$ cat config.mk
export PLATFORM = sky130hd
export DESIGN_NAME = race_turn_controller
export DESIGN_NICKNAME = d
export VERILOG_FILES = /design/src/rtl/race_turn_controller.sv
export SDC_FILE = /design/constraint.sdc
export NUM_CORES = 1
export LEC_CHECK = 0
export ABC_AREA = 1
export ABC_CLOCK_PERIOD_IN_PS = 3400
export CAP_MARGIN = 5
export CORE_ASPECT_RATIO = 1.4
export CORE_UTILIZATION = 64
export DETAILED_ROUTE_END_ITERATION = 10
export DONT_BUFFER_PORTS = 1
export GPL_TIMING_DRIVEN = 1
export PLACE_DENSITY = 0.8
export SYNTH_ARGS = -nofsm -noshare
export SYNTH_HDL_FRONTEND = slang
export SYNTH_SLANG_ARGS = --single-unit
export TNS_END_PERCENT = 50
$ cat constraint.sdc
create_clock -name clk -period 3.4 [get_ports clk]
set_input_delay 0.51 -clock clk [delete_from_list [all_inputs] [get_ports clk]]
set_output_delay 0.51 -clock clk [all_outputs]
set_load 0.01 [all_outputs]
$ cat src/rtl/race_turn_controller.sv
// Turn sequencer for the dice race: turns start presses into roll requests, accepts one
// dice value per turn, advances the current player's position and reports the winner.
module race_turn_controller #(
    parameter int TRACK_LEN   = 30,
    parameter int TIMEOUT_CYC = 200_000_000,
    parameter int POS_W       = $clog2(TRACK_LEN + 1)
) (
    input  logic               clk,
    input  logic               reset,
    input  logic               is_game,
    input  logic               menu_select,
    input  logic               game_start_tick,
    input  logic               dice_valid,
    input  logic [2:0]         dice_value,
    output logic               dice_ready,
    output logic [1:0]         cur_player,
    output logic [4*POS_W-1:0] pos,
    output logic [2:0]         last_roll,
    output logic               roll_err,
    output logic               game_over,
    output logic [1:0]         winner,
    output logic               finished
);

    localparam int CNT_W = (TIMEOUT_CYC > 1) ? $clog2(TIMEOUT_CYC) : 1;
    // Extra headroom so position + roll can never wrap before saturation.
    localparam int SUM_W = POS_W + 3;
    localparam logic [CNT_W-1:0] CNT_LAST = CNT_W'(TIMEOUT_CYC - 1);
    localparam logic [POS_W-1:0] FINISH   = POS_W'(TRACK_LEN);

    typedef enum logic [2:0] {
        IDLE,
        WAIT_ROLL,
        WAIT_DICE,
        MOVE,
        CHECK,
        DONE
    } state_t;

    state_t             state_reg;
    logic               start_prev_reg;
    logic               four_players_reg;
    logic [CNT_W-1:0]   timer_reg;
    logic [POS_W-1:0]   pos_reg [4];

    logic               roll_req;
    logic               handshake;
    logic               legal;
    logic [SUM_W-1:0]   sum;
    logic [POS_W-1:0]   moved;

    assign roll_req  = game_start_tick & ~start_prev_reg;
    assign handshake = dice_valid & dice_ready;
    assign legal     = (dice_value != 3'd0) && (dice_value != 3'd7);
    assign sum       = SUM_W'(pos_reg[cur_player]) + SUM_W'(last_roll);
    assign moved     = (sum >= SUM_W'(TRACK_LEN)) ? FINISH : sum[POS_W-1:0];

    genvar gi;
    generate
        for (gi = 0; gi < 4; gi++) begin : g_pos
            assign pos[gi*POS_W +: POS_W] = pos_reg[gi];
        end
    endgenerate

    always_ff @(posedge clk) begin
        if (reset) begin
            state_reg        <= IDLE;
            start_prev_reg   <= 1'b0;
            four_players_reg <= 1'b0;
            timer_reg        <= '0;
            for (int i = 0; i < 4; i++) pos_reg[i] <= '0;
            cur_player       <= '0;
            last_roll        <= '0;
            roll_err         <= 1'b0;
            game_over        <= 1'b0;
            winner           <= '0;
            finished         <= 1'b0;
            dice_ready       <= 1'b0;
        end else begin
            roll_err       <= 1'b0;
            game_over      <= 1'b0;
            start_prev_reg <= game_start_tick;
            if (state_reg != IDLE && !is_game) begin
                // Leaving the game screen wipes the whole match.
                state_reg  <= IDLE;
                timer_reg  <= '0;
                for (int i = 0; i < 4; i++) pos_reg[i] <= '0;
                cur_player <= '0;
                last_roll  <= '0;
                winner     <= '0;
                finished   <= 1'b0;
                dice_ready <= 1'b0;
            end else begin
                case (state_reg)
                    IDLE: begin
                        if (is_game) begin
                            four_players_reg <= menu_select;
                            // A button still held from the menu must be released first.
                            start_prev_reg   <= 1'b1;
                            state_reg        <= WAIT_ROLL;
                        end
                    end
                    WAIT_ROLL: begin
                        if (roll_req) begin
                            timer_reg  <= '0;
                            dice_ready <= 1'b1;
                            state_reg  <= WAIT_DICE;
                        end
                    end
                    WAIT_DICE: begin
                        if (handshake && legal) begin
                            last_roll  <= dice_value;
                            dice_ready <= 1'b0;
                            state_reg  <= MOVE;
                        end else begin
                            if (handshake) roll_err <= 1'b1;
                            if (timer_reg == CNT_LAST) begin
                                roll_err   <= 1'b1;
                                dice_ready <= 1'b0;
                                state_reg  <= WAIT_ROLL;
                            end else begin
                                timer_reg <= timer_reg + 1'b1;
                            end
                        end
                    end
                    MOVE: begin
                        pos_reg[cur_player] <= moved;
                        state_reg           <= CHECK;
                    end
                    CHECK: begin
                        if (pos_reg[cur_player] == FINISH) begin
                            winner    <= cur_player;
                            game_over <= 1'b1;
                            finished  <= 1'b1;
                            state_reg <= DONE;
                        end else begin
                            cur_player <= four_players_reg ? cur_player + 2'd1
                                                           : {1'b0, ~cur_player[0]};
                            state_reg  <= WAIT_ROLL;
                        end
                    end
                    DONE: begin
                    end
                    default: state_reg <= IDLE;
                endcase
            end
        end
    end

endmodule

==> results of run 1 <==
==> final cells by class <==
cell class,count,area [um2]
multi-input combinational,444,2110
fill,508,1720
sequential,66,1520
inverter,54,203
clock buffer,9,124
clock inverter,7,116
tap,70,87.6
timing repair buffer,3,22.5
==> cells by family after synthesis <==
kind of cell             count (synthesis)  share of synthesized area (%)
AND/OR/NAND/NOR                        358                           38.3
flip-flops                              66                           38.6
XOR/XNOR                                14                           3.11
adder cells (fa/ha/maj)                  9                           3.04
AO/OA/AOI/OAI                           63                           9.10
buffers and inverters                   69                           7.93
==> per-layer routing <==
layer | up-vias | routed length, um
met1 | 1661 | 3450
met5 | - | 0
met3 | 33 | 529
li1 | 1831 | -
met2 | 130 | 5170
met4 | 0 | 352
==> worst reg2reg max path, stage by stage, from the launching register on <==
cell     delay (ns)
dfxtp_1        0.51
inv_2          0.17
nand2_1        0.10
nand2_1        0.05
nand2_1        0.08
and2_1         0.15
inv_1          0.05
ha_1           0.20
fa_1           0.42
xnor2_1        0.23
or2_2          0.31
o21ai_1        0.16
nand2_2        0.19
nand2_1        0.21
nor2_1         0.06
==> where the power goes <==
group | internal, uW | leakage [uW] | total, uW | switching (uW)
combinational | 113 | 0.000819 | 466 | 353
clock | 487 | 0.000121 | 810 | 323
sequential | 879 | 0.000582 | 955 | 75.7
total | 1480 | 0.00152 | 2230 | 752
==> worst min path at each step <==
stage / endpoint / cells after the start / start
5_1_grt: four_players_reg / 1 / reset
6_report: four_players_reg / 1 / reset
3_3_place_gp: timer_reg[9] / 2 / timer_reg[9]
4_1_cts: four_players_reg / 1 / reset
2_1_floorplan: four_players_reg / 2 / four_players_reg
3_5_place_dp: timer_reg[26] / 2 / timer_reg[26]
==> per-stage QoR <==
stage                     power [uW]  cell area, um2  util (%)  hold WS (ns)  worst slack [ns]
final                           2230            4190      70.9         0.228             0.272
after global routing            2340            4190      70.9         0.221            0.0159
after CTS                       2230            4190      70.9         0.228             0.276
after detailed placement        1430            3950      66.8         0.498             0.311
after global placement          1420            3950      66.8         0.490             0.470
after floorplan                 1370            3950         -         0.432             0.832
==> cells in the mapped netlist, drive strengths merged <==
master	instances
a211oi	2
a21oi	49
and2	1
buf	9
clkbuf	6
dfxtp	46
edfxtp	20
fa	1
ha	8
inv	54
nand2	208
nand3	38
nand3b	1
nand4	2
nor2	102
nor3	3
nor3b	1
o211ai	1
o21ai	10
o31ai	1
or2	2
xnor2	6
xor2	8
==> cell usage in the layout, fill, tap and decap left out, types with 7 or more instances in the layout <==
master / instances
xor2_1: 8
a21oi_1: 40
nor2_1: 97
ha_1: 8
nand3_1: 36
clkbuf_8: 9
dfxtp_1: 46
inv_1: 47
nand2_1: 196
nand2_2: 11
inv_2: 7
edfxtp_1: 20
a21oi_2: 9
o21ai_0: 9
==> results.md, run 1 <==
* Total global-route track usage at 33.2%
* Met1 layer usage reported by global route at 32.7%
* Number of DRC violations after detailed-routing iteration 0 at 306
* Top cells by area, synth: dfxtp_1 (23%), nand2_1 (19%), edfxtp_1 (15%), nor2_1 (9.2%), a21oi_1 (5.1%)
* Vias in the first global route at 3627
* Total wire length at ~9500 um
* Worst endpoint data arrival time at about 3.2 ns
* Max stage delay cell, worst path: dfxtp_1
* Max FFs per register at 28
* Wirelength per Cell at between 10 and 15 um
* Met3 global-route usage at 7.85%
* Maximum number of pins on one net before global-route repair at 32
* Buffer count from post-CTS setup fixing at 0
* Reported max-cap violation count at 0
* Diodes inserted at 0
* Highest cell delay on the worst timing path at roughly 0.51 ns
* Post-DR vias/cell at 5.60
* Io pins at 40
* Number of clock sinks at 66
* Critical Path Fanout Max at 13
* Drt first pass iters at 5
* Post-synth cell types at 36
* Final cycle utilization of the critical path at 92.0%
* Rows at 33
* Pleak at 0.00152 uW
* Category of cells accounting for the largest share of critical-path delay: simple AND/OR/NAND/NOR gates
* Max Root-Sink Buffers at 2
* Run status: finished, final reports clean
* Worst path most repeated cell: nand2_1
* CTS clk-pin slew, worst paths at around 0.08 ns
* Total number of nets in the final design at 596
* Worst clock skew on the final layout at a little over 0.005 ns
* Setup TNS Final at 0 ns
* Placer congestion estimate at 0.896
* Synth Warn # at 0
* Max-slew violations at 0
* Die height at 94.9 um
* Setup slack on the worst flop-to-flop path at 0.27 ns
* Combined area of all synthesized cells at 3950 um2
* #FFs+latches synth at 66
* Layer with the highest usage: met2
* CTS Hold Bufs at 0
* Final-report hold violation count at 0
* Die ar. at roughly 6500 um2
* Effective utilization at floorplan at 66.8%
* Number of buffer cells added on primary ports at 0
* Initial antenna violation count at 0
* Synthesized netlist cell count at just under 600
* Inserted Clock Buffers at 9
* Termination of the worst setup path: pos_reg[2][0]
* Count of non-filler cells in the finished layout at around 650
* Stages on worst setup path at 14
* Type of destination of the critical path: flop
* Number of vias after detailed routing at 3655
* Clock network latency to the later pin of the worst-skew pair at approximately 0.35 ns
* CP Launch Type: flop
* Top cell type's share of synthesized area at 23.3%
* Die width at 68.4 um
* First-pass GRT wire length at around 16000 um
* Post-cts repair resize count at 0
* Cell chain of the critical path: inv_2 -> nand2_1 -> nand2_1 -> nand2_1 -> and2_1 -> inv_1 -> ha_1 -> fa_1 -> xnor2_1 -> or2_2 -> o21ai_1 -> nand2_2 -> nand2_1 -> nor2_1
* Min Clock Period, post-route at 3.13 ns
* Reg2reg path depth at 14
* Type of the most critical hold path: primary input to flop
* Number of placed instances with taps included at between 600 and 700
* Yosys top cell by area: dfxtp_1
* Buf+Inv Stages, Crit Path at 2
* Data required, critical path at 3.50 ns
* H-Tree Level Count at 3
* Syn_nets at 597
* Congestion Overflow GR at 0
* Core Footprint at 5900 um2
* Portion of the post-synthesis area used by sequential elements at 38.6%
* CTS Root Buffer Type: clkbuf_8
* Post-route antenna net violation count at 0
* Final setup vio count at 0
* Power per standard cell area at 533 nW/um2
* Peak supply drop at between 0.2 and 0.3 mV
* Max Fclk at 320 MHz
* Dpl hpwl at 7150 um
* DRC Markers at 0
* Signed area change from the synthesized netlist to the final layout at 6.09%
* TritonCTS clock tree: yes
* Setup repair after global routing missed its margin: false
* Fraction of final layout cells sized beyond drive strength 1 at 9.61%
* Category of the critical setup timing path: flop to flop
* Reg2Reg Capture Point: pos_reg[2][0]
* Mean post-synth cell area at 6.82 um2
* Max-slew headroom at 45.4%
* Met2 routing resource usage after global routing at 60.5%
* Slew @ Worst Pin at 0.813 ns
Power figures use the tool's default switching activity.
==> inputs of run 2 (changes only) <==
--- a/config.mk
+++ b/config.mk
@@ -13,7 +13,7 @@
 export DETAILED_ROUTE_END_ITERATION = 10
 export DONT_BUFFER_PORTS = 1
 export GPL_TIMING_DRIVEN = 1
-export PLACE_DENSITY = 0.8
+export PLACE_DENSITY = 0.81
 export SYNTH_ARGS = -nofsm -noshare
 export SYNTH_HDL_FRONTEND = slang
 export SYNTH_SLANG_ARGS = --single-unit
==> results.md, run 2 (same netlist as run 1, synthesis figures left out) <==
* Max-slew violations at 0
* Number of DRC violations after detailed-routing iteration 0 at around 290
* Cell count of the worst hold path at 1
* Effective utilization at floorplan at about two thirds
* Number of vias after detailed routing at 3666
* Max Fclk at 323 MHz
* Data required, critical path at 3.49 ns
* Setup repair after global routing missed its margin: false
* DRC Markers at 0
* Buffer count from post-CTS setup fixing at 0
* Met3 global-route usage at 9.42%
* Power per standard cell area at 549 nW/um2
* Part of the total power dissipated in sequential elements at 41.4%
* Met1 layer usage reported by global route at 32.7%
* Type of destination of the critical path: flop
* Worst clock skew on the final layout at 0.00993 ns
* Most frequent cells in the layout: nand2_1 (196), nor2_1 (97), inv_1 (47), dfxtp_1 (46), a21oi_1 (40)
* Pleak at 0.00153 uW
* Setup slack on the worst flop-to-flop path at approximately 0.30 ns
* Final cycle utilization of the critical path at 91.2%
* Reg2reg path depth at 14
* Setup TNS Final at 0 ns
* Congestion Overflow GR at 0
* Wirelength per Cell at 15.0 um
* Io pins at 40
* Total number of nets in the final design at about 600
* Drt first pass iters at 4
* Slew @ Worst Pin at 0.637 ns
* Critical Path Fanout Max at 13
* Maximum number of pins on one net before global-route repair at 32
* Die height at 94.9 um
* Startpoint of the most critical hold path: reset
* First-pass GRT wire length at ~16000 um
* Rows at 33
* Int Pwr at 1550 uW
* Core Footprint at 5900 um2
* Signed area change from the synthesized netlist to the final layout at 6.72%
* Final design area excluding fillers at 4210 um2
* Fraction of final layout cells sized beyond drive strength 1 at 9.61%
* Switching component of the power at roughly 760 uW
* CP Launch Type: flop
* Worst endpoint data arrival time at 3.19 ns
* Run status: finished, final reports clean
* Die ar. at 6490 um2
* CTS Root Buffer Type: clkbuf_8
* Met2 routing resource usage after global routing at 60.0%
* Die width at between 60 and 70 um
* Layer with the highest usage: met2
* Switching share of power at 32.8%
* Clock network latency to the later pin of the worst-skew pair at 0.35 ns
* Max-slew headroom at 57.2%
* TritonCTS clock tree: yes
* Placer congestion estimate at between 0.9 and 1
* Inserted Clock Buffers at 9
* Post-route antenna net violation count at 0
* Final setup vio count at 0
* Total global-route track usage at 33.8%
* Hold worst-path end: start_prev_reg
* Post-cts repair resize count at 0
* CTS Hold Bufs at 0
* Total wire length at between 9000 and 10000 um
* Portion of total power attributed to combinational logic at 20.3%
* Max FFs per register at 28
* Peak supply drop at 0.271 mV
* Number of buffer cells added on primary ports at 0
* Share of the core filled with cells at 71.3%
* CTS clk-pin slew, worst paths at 0.08 ns
* Initial antenna violation count at 0
* Dpl cell area at 3950 um2
* Vias in the first global route at 3547
* Diodes inserted at 0
* Post-DR vias/cell at 5.61
* Type of the most critical hold path: primary input to flop
* Most common library cell in the layout ignoring fill and taps: nand2_1
* Dpl hpwl at 7280 um
* Category of the critical setup timing path: flop to flop
* Number of clock sinks at 66
* Clock Power Share at 38.3%
* Max Root-Sink Buffers at 2
* Min Clock Period, post-route at 3.10 ns
* Reg2Reg Capture Point: pos_reg[3][0]
* Reported max-cap violation count at 0
* Final-report hold violation count at 0
* H-Tree Level Count at 3
[run 2: worst max-delay path: stages (launching register included)]
cell,delay (ns)
dfxtp_1,0.50
inv_2,0.16
nand2_1,0.09
nand2_1,0.05
nand2_1,0.05
and2_1,0.14
inv_1,0.05
ha_1,0.21
fa_1,0.40
xnor2_1,0.23
or2_2,0.32
o21ai_1,0.16
nand2_2,0.19
nand2_1,0.22
nor2_1,0.07
[run 2: layout make-up]
class                      count  area [um2]
tap                           70        87.6
clock buffer                   9         124
fill                         505        1690
clock inverter                 7         141
sequential                    66        1520
inverter                      54         203
timing repair buffer           3        22.5
multi-input combinational    444        2110
[run 2: worst max-delay path by stage]
stage                     start            end  slack (ns)  depth (start not counted)
after floorplan            flop  pos_reg[0][0]        0.83                         16
after detailed placement   flop  pos_reg[2][0]        0.35                         14
after CTS                  flop  pos_reg[3][0]        0.32                         14
after global routing       flop  pos_reg[2][0]        0.08                         14
final                      flop  pos_reg[3][0]        0.30                         14
after global placement     flop  pos_reg[2][0]        0.49                         14
[run 2: power groups by stage]
stage	sequential (uW)	combinational, uW	clock, uW
global route	969	522	924
global placement	973	450	0
finish	957	469	886
CTS	957	464	887
detailed placement	975	462	0
floorplan	955	417	0
[run 2: metrics by stage]
| step | hold slack [ns] | total power [uW] | std cells | setup WS [ns] |
|---|---|---|---|---|
| after floorplan | 0.432 | 1370 | 579 | 0.832 |
| after global placement | 0.490 | 1420 | 637 | 0.493 |
| after detailed placement | 0.489 | 1440 | 637 | 0.351 |
| after CTS | 0.218 | 2310 | 653 | 0.318 |
| after global routing | 0.222 | 2420 | 653 | 0.0762 |
| final | 0.222 | 2310 | 653 | 0.299 |
[run 2: routing by layer]
metal,vias up,wire length [um]
met3,40,479
li1,1834,-
met1,1670,3520
met5,-,0
met4,0,512
met2,122,5300
==> inputs of run 3 (changes only) <==
--- a/config.mk
+++ b/config.mk
@@ -7,13 +7,12 @@
 export LEC_CHECK = 0
 export ABC_AREA = 1
 export ABC_CLOCK_PERIOD_IN_PS = 3400
-export CAP_MARGIN = 5
 export CORE_ASPECT_RATIO = 1.4
-export CORE_UTILIZATION = 64
+export CORE_UTILIZATION = 36
 export DETAILED_ROUTE_END_ITERATION = 10
 export DONT_BUFFER_PORTS = 1
 export GPL_TIMING_DRIVEN = 1
-export PLACE_DENSITY = 0.81
+export PLACE_DENSITY = 0.51
 export SYNTH_ARGS = -nofsm -noshare
 export SYNTH_HDL_FRONTEND = slang
 export SYNTH_SLANG_ARGS = --single-unit
==> results.md, run 3 (same netlist as run 1, synthesis figures left out) <==
* Run status: finished, final reports clean
* Max FFs per register at 28
* Placer congestion estimate at 0.862
* Category of cells accounting for the largest share of critical-path delay: simple AND/OR/NAND/NOR gates
* Number of clock sinks at 66
* Die height at 126 um
* Data required, critical path at 3.48 ns
* Rows at 44
* Worst clock skew on the final layout at ~0.0053 ns
* Slew @ Worst Pin at ~0.67 ns
* Reg2Reg Capture Point: pos_reg[0][0]
* Setup repair after global routing missed its margin: false
* Congestion Overflow GR at 0
* Number of DRC violations after detailed-routing iteration 0 at 101
* Max-slew headroom at a little under three fifths
* First-pass GRT wire length at 16800 um
* Core Footprint at 10500 um2
* Drt first pass iters at 6
* Post-layout total power at 2520 uW
* Max Fclk at 331 MHz
* Buffer count from post-CTS setup fixing at 0
* CTS Hold Bufs at 0
* Effective utilization at floorplan at a little under two fifths
* Max stage delay cell, worst path: dfxtp_1
* Die ar. at 11400 um2
* Type of the most critical hold path: primary input to flop
* Min Clock Period, post-route at 3.02 ns
* Max Root-Sink Buffers at 2
* Clock network latency to the later pin of the worst-skew pair at 0.33 ns
* CTS Root Buffer Type: clkbuf_16
* Setup slack on the worst flop-to-flop path at 0.38 ns
* Post-cts repair resize count at 0
* Number of vias after detailed routing at 3474
* Termination of the worst setup path: pos_reg[0][0]
* Share of the core filled with cells at around two fifths
* Category of the critical setup timing path: flop to flop
* Most frequent cells in the layout: nand2_1 (196), nor2_1 (97), inv_1 (47), dfxtp_1 (46), a21oi_1 (40)
* Pleak at 0.00157 uW
* Dpl hpwl at about 7600 um
* Die width at ~90 um
* H-Tree Level Count at 3
* Inserted Clock Buffers at 9
* Wirelength per Cell at 14.0 um
* Initial antenna violation count at 0
* Buf+Inv Stages, Crit Path at 2
* DRC Markers at 0
* Worst path most repeated cell: nand2_1
* Filler cell count in the final layout at between 1000 and 1500
* Critical Path Fanout Max at 13
* Max-slew violations at 0
* Post-DR vias/cell at about 4.8
* Total global-route track usage at 19.0%
* Number of placed instances with taps included at 705
* Reg2reg path depth at 14
* Final cycle utilization of the critical path at between 80% and 90%
* Maximum number of pins on one net before global-route repair at 32
* Most common library cell in the layout ignoring fill and taps: nand2_1
* Setup TNS Final at 0 ns
* Post-route antenna net violation count at 0
* Peak supply drop at 0.255 mV
* Count of non-filler cells in the finished layout at 721
* CTS clk-pin slew, worst paths at roughly 0.06 ns
* Total wire length at 10100 um
* Reported max-cap violation count at 0
* Signed area change from the synthesized netlist to the final layout at 11.0%
* Stages on worst setup path at 14
* Startpoint of the most critical hold path: reset
* Total number of nets in the final design at about 600
* Cell chain of the critical path: inv_2 -> nand2_1 -> nand2_1 -> nand2_1 -> and2_1 -> inv_1 -> ha_1 -> fa_1 -> xnor2_1 -> or2_2 -> o21ai_1 -> nand2_2 -> nand2_1 -> nor2_1
* Cell count of the worst hold path at 1
* Number of buffer cells added on primary ports at 0
* Io pins at 40
* Worst endpoint data arrival time at approximately 3.1 ns
* Vias in the first global route at 3440
* Fraction of final layout cells sized beyond drive strength 1 at 9.78%
* Type of destination of the critical path: flop
* Diodes inserted at 0
* TritonCTS clock tree: yes
* Power per standard cell area at 575 nW/um2
* Highest cell delay on the worst timing path at 0.50 ns
* Final setup vio count at 0
* CP Launch Type: flop
* Final-report hold violation count at 0
## run 3: cell types whose count changed in the layout (fill, tap and decap cells not counted), sizes merged
cell	change
clkinvlp	+1
clkinv	-2
bufinv	-1
inv	+2
## run 3: how the worst min path moves through the flow
stage | slack [ns] | to
global placement | 0.47 | four_players_reg
floorplan | 0.43 | four_players_reg
detailed placement | 0.48 | four_players_reg
CTS | 0.24 | start_prev_reg
global route | 0.25 | start_prev_reg
finish | 0.24 | start_prev_reg
## run 3: report_power, final
| part | total [uW] | internal [uW] | switching [uW] |
|---|---|---|---|
| combinational | 467 | 113 | 353 |
| clock | 1090 | 722 | 369 |
| sequential | 960 | 881 | 79.2 |
## run 3: layout make-up
| cell class | instances | area, um2 | share of cell area, % |
|---|---|---|---|
| flip-flops and latches | 66 | 1520 | 34.7 |
| well taps | 138 | 173 | 3.94 |
| repair buffers | 3 | 22.5 | 0.514 |
| clock inverters | 7 | 124 | 2.83 |
| inverters | 54 | 203 | 4.63 |
| clock buffers | 9 | 225 | 5.14 |
| multi-input cells | 444 | 2110 | 48.2 |
## run 3: through the flow
stage	hold WS, ns	setup WS (ns)	cell area (um2)
after global routing	0.254	0.198	4380
final	0.244	0.377	4380
after floorplan	0.432	0.832	3950
after detailed placement	0.484	0.380	4030
after global placement	0.470	0.437	4030
after CTS	0.236	0.363	4380
## run 3: layer usage
metal / wire [um] / share of wire, % / global-route usage [%] / up-vias
li1: - / - / - / 1828
met1: 4030 / 40 / 19.9 / 1571
met2: 5570 / 55 / 36.5 / 56
met3: 210 / 2.1 / 2.11 / 19
met4: 290 / 2.9 / 9.87 / 0
met5: 0 / 0 / 0 / -
## run 3: worst reg2reg max path, stage by stage (launching register included)
cell and delay, ns:
dfxtp_1 0.50, inv_2 0.16, nand2_1 0.09, nand2_1 0.05, nand2_1 0.05, and2_1 0.17, inv_1 0.06, ha_1 0.21
fa_1 0.40, xnor2_1 0.21, or2_2 0.30, o21ai_1 0.16, nand2_2 0.18, nand2_1 0.20, nor2_1 0.06
